$ cat src/rtl/pwm_multi.sv
// Multi-channel PWM peripheral: shared prescaler, double-buffered period/duty per channel,
// sticky per-channel wrap flags with a maskable level interrupt.
module pwm_multi #(
   parameter int unsigned NUM_CH = 4,
   parameter int unsigned CNT_W  = 32,
   parameter int unsigned PRE_W  = 16
) (
   input  logic              clk,
   input  logic              rst,
   input  logic              we_i,
   input  logic [31:0]       addr_i,
   input  logic [31:0]       data_i,
   output logic [31:0]       data_o,
   output logic [NUM_CH-1:0] pw_pin,
   output logic              irq_o
);

   logic [CNT_W-1:0]  period_q [NUM_CH];
   logic [CNT_W-1:0]  period_d [NUM_CH];
   logic [CNT_W-1:0]  duty_q   [NUM_CH];
   logic [CNT_W-1:0]  duty_d   [NUM_CH];
   logic [CNT_W-1:0]  cnt_q    [NUM_CH];
   logic [CNT_W-1:0]  cnt_d    [NUM_CH];
   logic [CNT_W-1:0]  per_s_q  [NUM_CH];
   logic [CNT_W-1:0]  per_s_d  [NUM_CH];
   logic [CNT_W-1:0]  duty_s_q [NUM_CH];
   logic [CNT_W-1:0]  duty_s_d [NUM_CH];
   logic [NUM_CH-1:0] ctrl_q, ctrl_d, pol_q, pol_d, status_q, status_d;
   logic [NUM_CH-1:0] irq_en_q, irq_en_d, pin_q, pin_d;
   logic [PRE_W-1:0]  presc_q, presc_d, pre_q, pre_d;
   logic              tick;

   logic [7:0] idx;
   logic [3:0] ch_sel;
   logic       ch_ok;
   logic       sel_period, sel_duty, sel_ctrl, sel_pol, sel_presc, sel_status, sel_irq_en;

   assign idx        = addr_i[23:16];
   assign ch_sel     = idx[3:0];
   assign ch_ok      = ({1'b0, ch_sel} < 5'(NUM_CH));
   assign sel_period = (idx[7:4] == 4'h0) && ch_ok;
   assign sel_duty   = (idx[7:4] == 4'h1) && ch_ok;
   assign sel_ctrl   = (idx == 8'h20);
   assign sel_pol    = (idx == 8'h21);
   assign sel_presc  = (idx == 8'h22);
   assign sel_status = (idx == 8'h23);
   assign sel_irq_en = (idx == 8'h24);

   assign tick   = (pre_q == presc_q);
   assign pw_pin = pin_q;
   assign irq_o  = |(status_q & irq_en_q);

   always_comb begin
      data_o = '0;
      if (rst) begin
         for (int unsigned c = 0; c < NUM_CH; c++) begin
            if (sel_period && ch_sel == 4'(c)) data_o = 32'(period_q[c]);
            if (sel_duty && ch_sel == 4'(c))   data_o = 32'(duty_q[c]);
         end
         if (sel_ctrl)   data_o = 32'(ctrl_q);
         if (sel_pol)    data_o = 32'(pol_q);
         if (sel_presc)  data_o = 32'(presc_q);
         if (sel_status) data_o = 32'(status_q);
         if (sel_irq_en) data_o = 32'(irq_en_q);
      end
   end

   always_comb begin
      period_d = period_q;
      duty_d   = duty_q;
      cnt_d    = cnt_q;
      per_s_d  = per_s_q;
      duty_s_d = duty_s_q;
      ctrl_d   = ctrl_q;
      pol_d    = pol_q;
      presc_d  = presc_q;
      status_d = status_q;
      irq_en_d = irq_en_q;
      pin_d    = pin_q;
      pre_d    = tick ? '0 : pre_q + 1'b1;

      if (we_i) begin
         for (int unsigned c = 0; c < NUM_CH; c++) begin
            if (sel_period && ch_sel == 4'(c)) period_d[c] = data_i[CNT_W-1:0];
            if (sel_duty && ch_sel == 4'(c))   duty_d[c]   = data_i[CNT_W-1:0];
         end
         if (sel_ctrl)   ctrl_d   = data_i[NUM_CH-1:0];
         if (sel_pol)    pol_d    = data_i[NUM_CH-1:0];
         if (sel_irq_en) irq_en_d = data_i[NUM_CH-1:0];
         if (sel_status) status_d = status_q & ~data_i[NUM_CH-1:0];
         if (sel_presc) begin
            presc_d = data_i[PRE_W-1:0];
            pre_d   = '0;
         end
      end

      // Wrap sets are applied after the W1C clear so a coincident set wins.
      for (int unsigned c = 0; c < NUM_CH; c++) begin
         if (!ctrl_q[c]) begin
            cnt_d[c]    = '0;
            per_s_d[c]  = period_q[c];
            duty_s_d[c] = duty_q[c];
            pin_d[c]    = pol_q[c];
         end else begin
            pin_d[c] = (cnt_q[c] < duty_s_q[c]) ^ pol_q[c];
            if (tick) begin
               if (cnt_q[c] >= per_s_q[c]) begin
                  cnt_d[c]    = '0;
                  per_s_d[c]  = period_q[c];
                  duty_s_d[c] = duty_q[c];
                  status_d[c] = 1'b1;
               end else begin
                  cnt_d[c] = cnt_q[c] + 1'b1;
               end
            end
         end
      end
   end

   always_ff @(posedge clk or negedge rst) begin
      if (!rst) begin
         period_q <= '{default: '0};
         duty_q   <= '{default: '0};
         cnt_q    <= '{default: '0};
         per_s_q  <= '{default: '0};
         duty_s_q <= '{default: '0};
         ctrl_q   <= '0;
         pol_q    <= '0;
         presc_q  <= '0;
         status_q <= '0;
         irq_en_q <= '0;
         pin_q    <= '0;
         pre_q    <= '0;
      end else begin
         period_q <= period_d;
         duty_q   <= duty_d;
         cnt_q    <= cnt_d;
         per_s_q  <= per_s_d;
         duty_s_q <= duty_s_d;
         ctrl_q   <= ctrl_d;
         pol_q    <= pol_d;
         presc_q  <= presc_d;
         status_q <= status_d;
         irq_en_q <= irq_en_d;
         pin_q    <= pin_d;
         pre_q    <= pre_d;
      end
   end

endmodule

$ cat config.mk
export PLATFORM = sky130hd
export DESIGN_NAME = pwm_multi
export DESIGN_NICKNAME = d
export VERILOG_FILES = /design/src/rtl/pwm_multi.sv
export SDC_FILE = /design/constraint.sdc
export NUM_CORES = 1
export LEC_CHECK = 0
export CAP_MARGIN = 20
export CORE_ASPECT_RATIO = 1.75
export CORE_UTILIZATION = 58
export DETAILED_ROUTE_END_ITERATION = 16
export GPL_TIMING_DRIVEN = 0
export PLACE_DENSITY = 0.77
export SYNTH_ARGS = -nofsm -noshare
export SYNTH_HDL_FRONTEND = slang
export SYNTH_SLANG_ARGS = --single-unit
export TNS_END_PERCENT = 100
$ cat constraint.sdc
create_clock -name clk -period 9.7 [get_ports clk]
set_clock_uncertainty 0.15 [all_clocks]
set_input_delay 0.97 -clock clk [delete_from_list [all_inputs] [get_ports clk]]
set_output_delay 0.97 -clock clk [all_outputs]
set_load 0.05 [all_outputs]
# Yosys cells after proc, flatten, opt, wreduce, memory -nomap -nowiden
# Cells that the tools add are included.
word_totals:
  wordCells: 166
  ff_bits: 692
  mem_count: 0
  inputBits: 67
  ramBits: 0
  latch_bits: 0
  romBits: 0
classes:
  n_shift: 0
  n_eq_ne: 18
  reduce_logical: 29
  addsub: 5
  div_mod_pow: 0
  n_bitwise: 7
  n_mul: 0
  n_lt_le_gt_ge: 9
  n_mux: 71
op_table:
  columns: ["op", "n"]
  rows:
  - ["$mux W32", 50]
  - ["$add A32 B1 Y32 const B", 4]
  - ["$ge A32 B32 Y1", 4]
  - ["$lt A32 B32 Y1", 4]
  - ["$mux W16", 3]
  - ["$eq A8 B6 Y1 const B", 5]
  - ["$reduce_and A2 Y1", 16]
  - ["$add A16 B1 Y16 const B", 1]
  - ["$eq A16 B16 Y1", 1]
  - ["$mux W1", 16]
  - ["$ne A2 B1 Y1 const B", 8]
  - ["$logic_and A1 B1 Y1", 10]
  - ["$and A4 B4 Y4", 2]
  - ["$eq A4 B1 Y1 const B", 2]
  - ["$eq A4 B2 Y1 const B", 2]
  - ["$logic_not A4 Y1", 2]
  - ["$mux W4", 2]
  - ["$lt A4 B3 Y1 const B", 1]
  - ["$not A4 Y4", 1]
  - ["$reduce_or A4 Y1", 1]
  - ["$xor A1 B1 Y1", 4]

# Longest topological paths before layout
# Gate-level depths: netlist (run 1).
depth:
  depth_word: 17
  depth_mapped: 12
  mapped_depth_nobuf: 9

# Worst setup path before layout (run 1)
# Ideal clock, no wire load.
synth_timing:
  path_kind: "input -> output"
  from: "input addr_i[18]"
  to: "output data_o[24]"
  path_slack_ns: 5.175
  stages: 7
  t_arrival_ns: 3.405
  t_required_ns: 8.580
  cell_sequence: "nor3_1 -> nand3_1 -> nor4_2 -> buf_2 -> clkbuf_1 -> a22oi_1 -> a31oi_1"
synth_between:
  elab_chain_len: 17
  word_cells_on_any_way: 34
  cone_classes: "order compare (1); eq/ne (8); mux (14); reduce/logical (11)"
synth_rtl:
  columns: ["item", "line", "source"]
  rows:
  - ["start: declaration", "11", "input logic [31:0] addr_i,"]
  - ["$lt A4 B3 Y1", "40", "assign ch_ok = ({1'b0, ch_sel} < 5'(NUM_CH));"]
  - ["$logic_and A1 B1 Y1", "41", "assign sel_period = (idx[7:4] == 4'h0) && ch_ok;"]
  - ["$logic_and A1 B1 Y1", "57", "if (sel_period && ch_sel == 4'(c)) data_o = 32'(period_q[c]);"]
  - ["$mux W32", "57", null]
  - ["$mux W32", "58", "if (sel_duty && ch_sel == 4'(c)) data_o = 32'(duty_q[c]);"]
  - ["$mux W32", "57", null]
  - ["$mux W32", "58", null]
  - ["$mux W32", "57", null]
  - ["$mux W32", "58", null]
  - ["$mux W32", "57", null]
  - ["$mux W32", "58", null]
  - ["$mux W32", "60", "if (sel_ctrl) data_o = 32'(ctrl_q);"]
  - ["$mux W32", "61", "if (sel_pol) data_o = 32'(pol_q);"]
  - ["$mux W32", "62", "if (sel_presc) data_o = 32'(presc_q);"]
  - ["$mux W32", "63", "if (sel_status) data_o = 32'(status_q);"]
  - ["$mux W32 (*)", "64", "if (sel_irq_en) data_o = 32'(irq_en_q);"]
  - ["$mux W32 (*)", "55", "if (rst) begin"]
  - ["end: declaration", "13", "output logic [31:0] data_o,"]
# Every way passes the cells marked *; elsewhere a longest branch is shown, timed or not.

# Worst setup path in the final report (run 1)
layout_timing:
  from: "input addr_i[19]"
  to: "output data_o[1]"
# Same word-level chain as after synthesis.

==> metrics.txt, run 1 <==
WL final around 110000 um; Multi-input gate area approximately 17000 um2; CTS tree done; Initial Util 0.588; Post-CTS Resized 0; Yosys reg bits between 600 and 700; fillers ~4700; Max Slew Vio Count 0; Seq/Total Area, Yosys 0.480; Remaining Overflow, GRT 0; worst hold margin ~230 ps; clock transition at the registers of the reported paths 60 ps; pwr dens about 160 nW/um2; Util after Layout 0.657; CP max FO 10; final hold violations 0; slew margin rel. 0.188; io pins ~100; Die Y between 300 and 400 um; overall power consumption around 0.0064 W; WS Path Type primary input to output port; DRT antenna net count 0; router iterations before antenna repair 6; setup TNS 0 ps; vias in the first global route about 28000; GPL Wtd Cong 1.01; FMAX about 150 MHz; Slowest-stage cell, CP clkdlybuf4s50_1; mean post-synth cell area 11.6 um2; # H-tree levels 3; final period demand of the worst path 6750 ps; Setup Buffers After CTS 0; Reg area ~17000 um2; max_cap viols 0; WP data required between 8000 and 9000 ps; reg-to-reg endpoint cnt_q[76]$_DFFE_PN0P_; top cells by area, synth dfrtp_1 48%, mux2_2 16%, ha_1 8.9%, inv_1 2.8%, xor2_1 2.4%; Synth cell types 75; hpwl dp 82600 um; status complete, no violations; syn_nets roughly 3400; HP Class primary input to async pin; Post-synth EDFFs 0; r2r worst-path depth 9; Chip Width 191 um; leakage power 19.0 nW; worst-margin pin slew roughly 1200 ps; std cell rows 120; clk sinks between 600 and 700; unrepaired setup endpoints after global routing no; initial DRC count approximately 2000; initial antenna violation count 2; ys flop type dfrtp_1; CP startpoint kind primary input; Hold-fix buffers, CTS 0; IO buf count 79; Worst-Skew Late Latency 630 ps; die area roughly 63000 um2; Area Growth Syn to Fin 11.8%; post-synth top area cell dfrtp_1; reg2reg setup slack just over 5000 ps; worst IR drop on VDD between 0.00015 and 0.0002 V; CTS Buf Count 68; worst-case clock buffer depth 3; dominant cell by count in the synthesized netlist dfrtp_1; most used cell, CP clkdlybuf4s50_1; asr flop ratio synth 1.00; DR vias 26000; Total GRT Usage 0.348; CP Data Arrival Time roughly 5600 ps; fin crit share 0.696; Crit Reg-Reg Startpoint cnt_q[87]$_DFFE_PN0P_; Residual DRC 0; Worst Setup Slack, final around 3000 ps; Place WS about 3100 ps; worst path cell trace clkdlybuf4s50_1 -> nor3_1 -> nand3_1 -> nor2_1 -> clkbuf_1 -> a22oi_1 -> a31oi_1 -> o221ai_1 -> a21oi_1 -> clkdlybuf4s50_1; largest net degree at the start of global routing between 100 and 150; wire per inst 26.2 um; core area between 60000 and 70000 um2; mapped cell area ~36000 um2; # nets final 3584; first-pass GRT wire length 163000 um; Synth top cells by count 692 x dfrtp_1, 497 x mux2_2, 271 x inv_1; layout cell share with drive strength beyond 1 0.220; CP peak stage delay 870 ps; clk root buf clkbuf_16; endpoint class of the critical path output port; Warnings, synthesis 0; Cells after Synth ~3100; vias per inst approximately 6.3; Synth top area share 0.480; final number of setup-violating endpoints 0
==> layer usage <==
layer  part of all wire  track usage  up-vias
li1                   -            -    11500
met1               0.35        0.379    13200
met2               0.52        0.618      936
met3              0.048       0.0368      350
met4              0.079        0.254        0
met5                  0            0        -
==> critical path: cells and delay by family <==
kind	cells	cell delay, ps
buffers and inverters	3	2320
and+or+nand+nor	3	1360
AOI/OAI and AO/OA	4	970
==> stage by stage <==
step                      instances  area (um2)
final                          4105       40300
after global routing           4105       40300
after CTS                      4104       40300
after detailed placement       3983       38000
after global placement         3976       37900
after floorplan                3104       36100
==> worst max-delay path by stage <==
stage,from,endpoint,slack (ps),cells past startpoint
floorplan,addr_i[18],data_o[24],5170,7
global placement,rst,data_o[20],-28330,4
detailed placement,addr_i[19],data_o[1],3100,10
CTS,addr_i[19],data_o[1],3080,10
global route,addr_i[19],data_o[1],2840,10
finish,addr_i[19],data_o[1],2950,10
==> flip-flops by register name, indices dropped and copies added (netlist names) <==
name and count:
period_q 128, duty_q 128, per_s_q 128, pol_q 4
irq_en_q 4, status_q 4, ctrl_q 4, duty_s_q 128
presc_q 16, pre_q 16, pw_pin 4, cnt_q 128
==> cell families (layout without fill, tap and decap cells) <==
family / after synthesis / count (layout) / synth area share
other: 0 / 1 / 0
adder cells (fa/ha/maj): 257 / 257 / 0.0891
buffers and inverters: 393 / 600 / 0.0462
multiplexers: 540 / 540 / 0.173
AO/OA/AOI/OAI: 435 / 435 / 0.0856
flip-flops: 692 / 692 / 0.480
AND/OR/NAND/NOR: 654 / 654 / 0.0942
XOR/XNOR: 133 / 133 / 0.0323
==> cells in the final DEF (no fill, tap or decap), types with 74 or more instances in the layout <==
cell type | Yosys | routed
nand2_1 | 108 | 108
nand4_1 | 79 | 79
mux2_2 | 497 | 497
o21ai_0 | 90 | 90
nand3_1 | 92 | 92
dfrtp_1 | 692 | 692
ha_1 | 257 | 257
nor2_1 | 166 | 166
a21oi_1 | 74 | 74
clkdlybuf4s50_1 | 0 | 78
inv_1 | 271 | 271
xor2_1 | 98 | 98
==> where the power goes <==
part | switching, W | total, W | internal (W)
clock | 0.00118 | 0.00277 | 0.00160
combinational | 0.000368 | 0.000566 | 0.000198
sequential | 0.0000827 | 0.00305 | 0.00297
total | 0.00163 | 0.00639 | 0.00477
==> cell type report <==
cell class,count,area share
antenna,1,0.0000620
buffer,122,0.0161
clock buffer,89,0.0467
clock inverter,32,0.0103
inverter,271,0.0252
multi-input combinational,2019,0.424
sequential,692,0.429
tap,793,0.0246
timing repair buffer,86,0.0240
No activity file was read; power rests on OpenSTA's default activity.
==> run 2, diff against run 1 <==
--- a/config.mk
+++ b/config.mk
@@ -7,7 +7,7 @@
 export LEC_CHECK = 0
 export CAP_MARGIN = 20
 export CORE_ASPECT_RATIO = 1.75
-export CORE_UTILIZATION = 58
+export CORE_UTILIZATION = 56
 export DETAILED_ROUTE_END_ITERATION = 16
 export GPL_TIMING_DRIVEN = 0
 export PLACE_DENSITY = 0.77
==> constraint.sdc (replaced) <==
create_clock -name clk -period 6 [get_ports clk]
set_clock_uncertainty 0.15 [all_clocks]
set_input_delay 0.6 -clock clk [delete_from_list [all_inputs] [get_ports clk]]
set_output_delay 0.6 -clock clk [all_outputs]
set_load 0.05 [all_outputs]
==> metrics.txt, run 2 (synthesis results as in run 1) <==
Place WS 212 ps (-2890 ps); WS Path Type primary input to output port; worst IR drop on VDD 0.000249 V (+47%); first-pass GRT wire length 163000 um (+0.11%); max_cap viols 0 (unchanged); HP Class register to register; clock transition at the registers of the reported paths 70 ps (about the same); unrepaired setup endpoints after global routing no; # nets final 3579 (-0.14%); core area 63500 um2 (+3.4%); CTS Buf Count 61 (-10%); CP peak stage delay 900 ps (+30 ps); Slowest-stage cell, CP clkdlybuf4s50_1; std cell rows 122 (+1.7%); status complete, no violations; worst path cell trace clkdlybuf4s50_1 -> or4b_1 -> clkbuf_1 -> nor3_1 -> buf_2 -> clkbuf_1 -> a22oi_1 -> a31oi_1 -> clkdlybuf4s50_1; largest net degree at the start of global routing 126 (-2.3%); final hold violations 0 (unchanged); Worst-Skew Late Latency 670 ps (+40 ps); DR vias 26100 (+0.48%); setup TNS 0 ps (unchanged); leakage power 18.9 nW (-0.51%); Chip Width 194 um (+1.8%); Bufs and invs on worst path 5 (+2); CP max FO 10 (unchanged); final period demand of the worst path around 5900 ps; Die Y 338 um (+1.8%); wire per inst 26.1 um (-0.38%); Remaining Overflow, GRT 0 (unchanged); CP Data Arrival Time 5130 ps (-500 ps); slew margin rel. 0.237 (+0.0487); final number of setup-violating endpoints 0 (unchanged); CP delay by family, top buffers and inverters; GPL Wtd Cong 0.995 (-2.0%); Area Growth Syn to Fin 11.2%; router iterations before antenna repair 6 (unchanged); worst-case clock buffer depth 3 (unchanged); Max Slew Vio Count 0 (unchanged); Residual DRC 0 (unchanged); fin crit share 0.980; vias per inst 6.35 (+0.26%); WL final 107000 um (-0.16%); initial DRC count 2268 (+11%); Worst Setup Slack, final 117 ps (-2830 ps); pwr dens 247 nW/um2 (+56%); clk sinks 692 (unchanged); clk root buf clkbuf_16; hpwl dp 82800 um (+0.18%); IO buf count 79 (unchanged); die area 65500 um2 (+3.5%); CP startpoint kind primary input; Initial Util 0.568 (-0.0194); initial antenna violation count 2 (unchanged); endpoint class of the critical path output port; layout cell share with drive strength beyond 1 0.221 (+0.00101); io pins 104 (unchanged); vias in the first global route 27700 (-0.043%); FMAX around 170 MHz; worst hold margin 342 ps (+114 ps); CTS tree done; worst-margin pin slew 1140 ps (-69.1 ps); most common cell after layout, fill and taps aside dfrtp_1; commonest cells after routing, fill and taps aside 692 x dfrtp_1, 497 x mux2_2, 271 x inv_1; # H-tree levels 2 (-1); WP data required 5250 ps (-3330 ps); Total GRT Usage 0.334 (-0.0139); DRT antenna net count 0 (unchanged)
-- run 2: cell types whose count changed in the layout (fill, tap and decap cells not counted), moves of 2 or more --
cell	previous run	this run
clkbuf_16	71	61
clkbuf_8	4	10
bufinv_16	8	4
clkinv_2	10	18
diode_2	1	3
clkbuf_1	60	51
-- run 2: worst register-to-register path: stages (launching register included) --
cell      delay, ps
dfrtp_1         480
ha_1            340
nand4_1         170
nor4_1          700
o221ai_1        440
o211ai_1        520
a211o_1         580
a21oi_4         130
buf_12          180
buf_12          160
mux2_4          300
-- run 2: per-stage QoR --
stage / std cells / area [um2] / util / power [W]
5_1_grt: 4112 / 40100 / 0.632 / 0.0102
4_1_cts: 4110 / 40100 / 0.631 / 0.00990
3_5_place_dp: 3996 / 38100 / 0.599 / 0.00591
6_report: 4114 / 40100 / 0.632 / 0.00989
3_3_place_gp: 3989 / 37900 / 0.597 / 0.00589
2_1_floorplan: 3104 / 36100 / - / 0.00544
-- run 2: final cells by class --
class	count	area, um2
fillers	4866	23400
flip-flops and latches	692	17300
multi-input cells	2019	17100
clock buffers	77	1690
inverters	271	1020
well taps	806	1010
repair buffers	88	986
plain buffers	122	651
clock inverters	36	342
diodes	3	7.51
-- run 2: worst paths after layout --
path / to / cells after the start / startpoint / slack [ps]
min in group asynchronous: duty_q[7]$_DFFE_PN0P_ / 2 / rst / 350
min: duty_s_q[73]$_DFFE_PN0P_ / 1 / duty_s_q[73]$_DFFE_PN0P_ / 340
max in group asynchronous: duty_q[118]$_DFFE_PN0P_ / 5 / rst / 3250
max reg2reg: duty_s_q[99]$_DFFE_PN0P_ / 10 / cnt_q[116]$_DFFE_PN0P_ / 1710
min reg2reg: duty_s_q[73]$_DFFE_PN0P_ / 1 / duty_s_q[73]$_DFFE_PN0P_ / 340
max: data_o[21] / 9 / addr_i[16] / 120
-- run 2: routing by layer --
| metal | GRT usage | routed length [um] | part of all wire | vias to the layer above |
|---|---|---|---|---|
| met3 | 0.0461 | 5750 | 0.053 | 368 |
| met1 | 0.353 | 37300 | 0.35 | 13300 |
| met2 | 0.605 | 55500 | 0.52 | 928 |
| met5 | 0 | 0 | 0 | - |
| li1 | - | - | - | 11500 |
| met4 | 0.252 | 8980 | 0.084 | 0 |
-- run 2: power breakdown --
part / switching, W / internal [W] / leakage [nW] / total [W]
Combinational: 0.000590 / 0.000318 / 8.33 / 0.000908
Sequential: 0.000135 / 0.00480 / 9.60 / 0.00493
Clock: 0.00187 / 0.00218 / 1.00 / 0.00405
-- run 2: timing repair --
action	4_1_cts	5_1_grt
buffers inserted	0	0
endpoints found under the setup margin	0	1
resized for setup	0	3
hold buffers	1	0
endpoints found under the hold margin	78	0
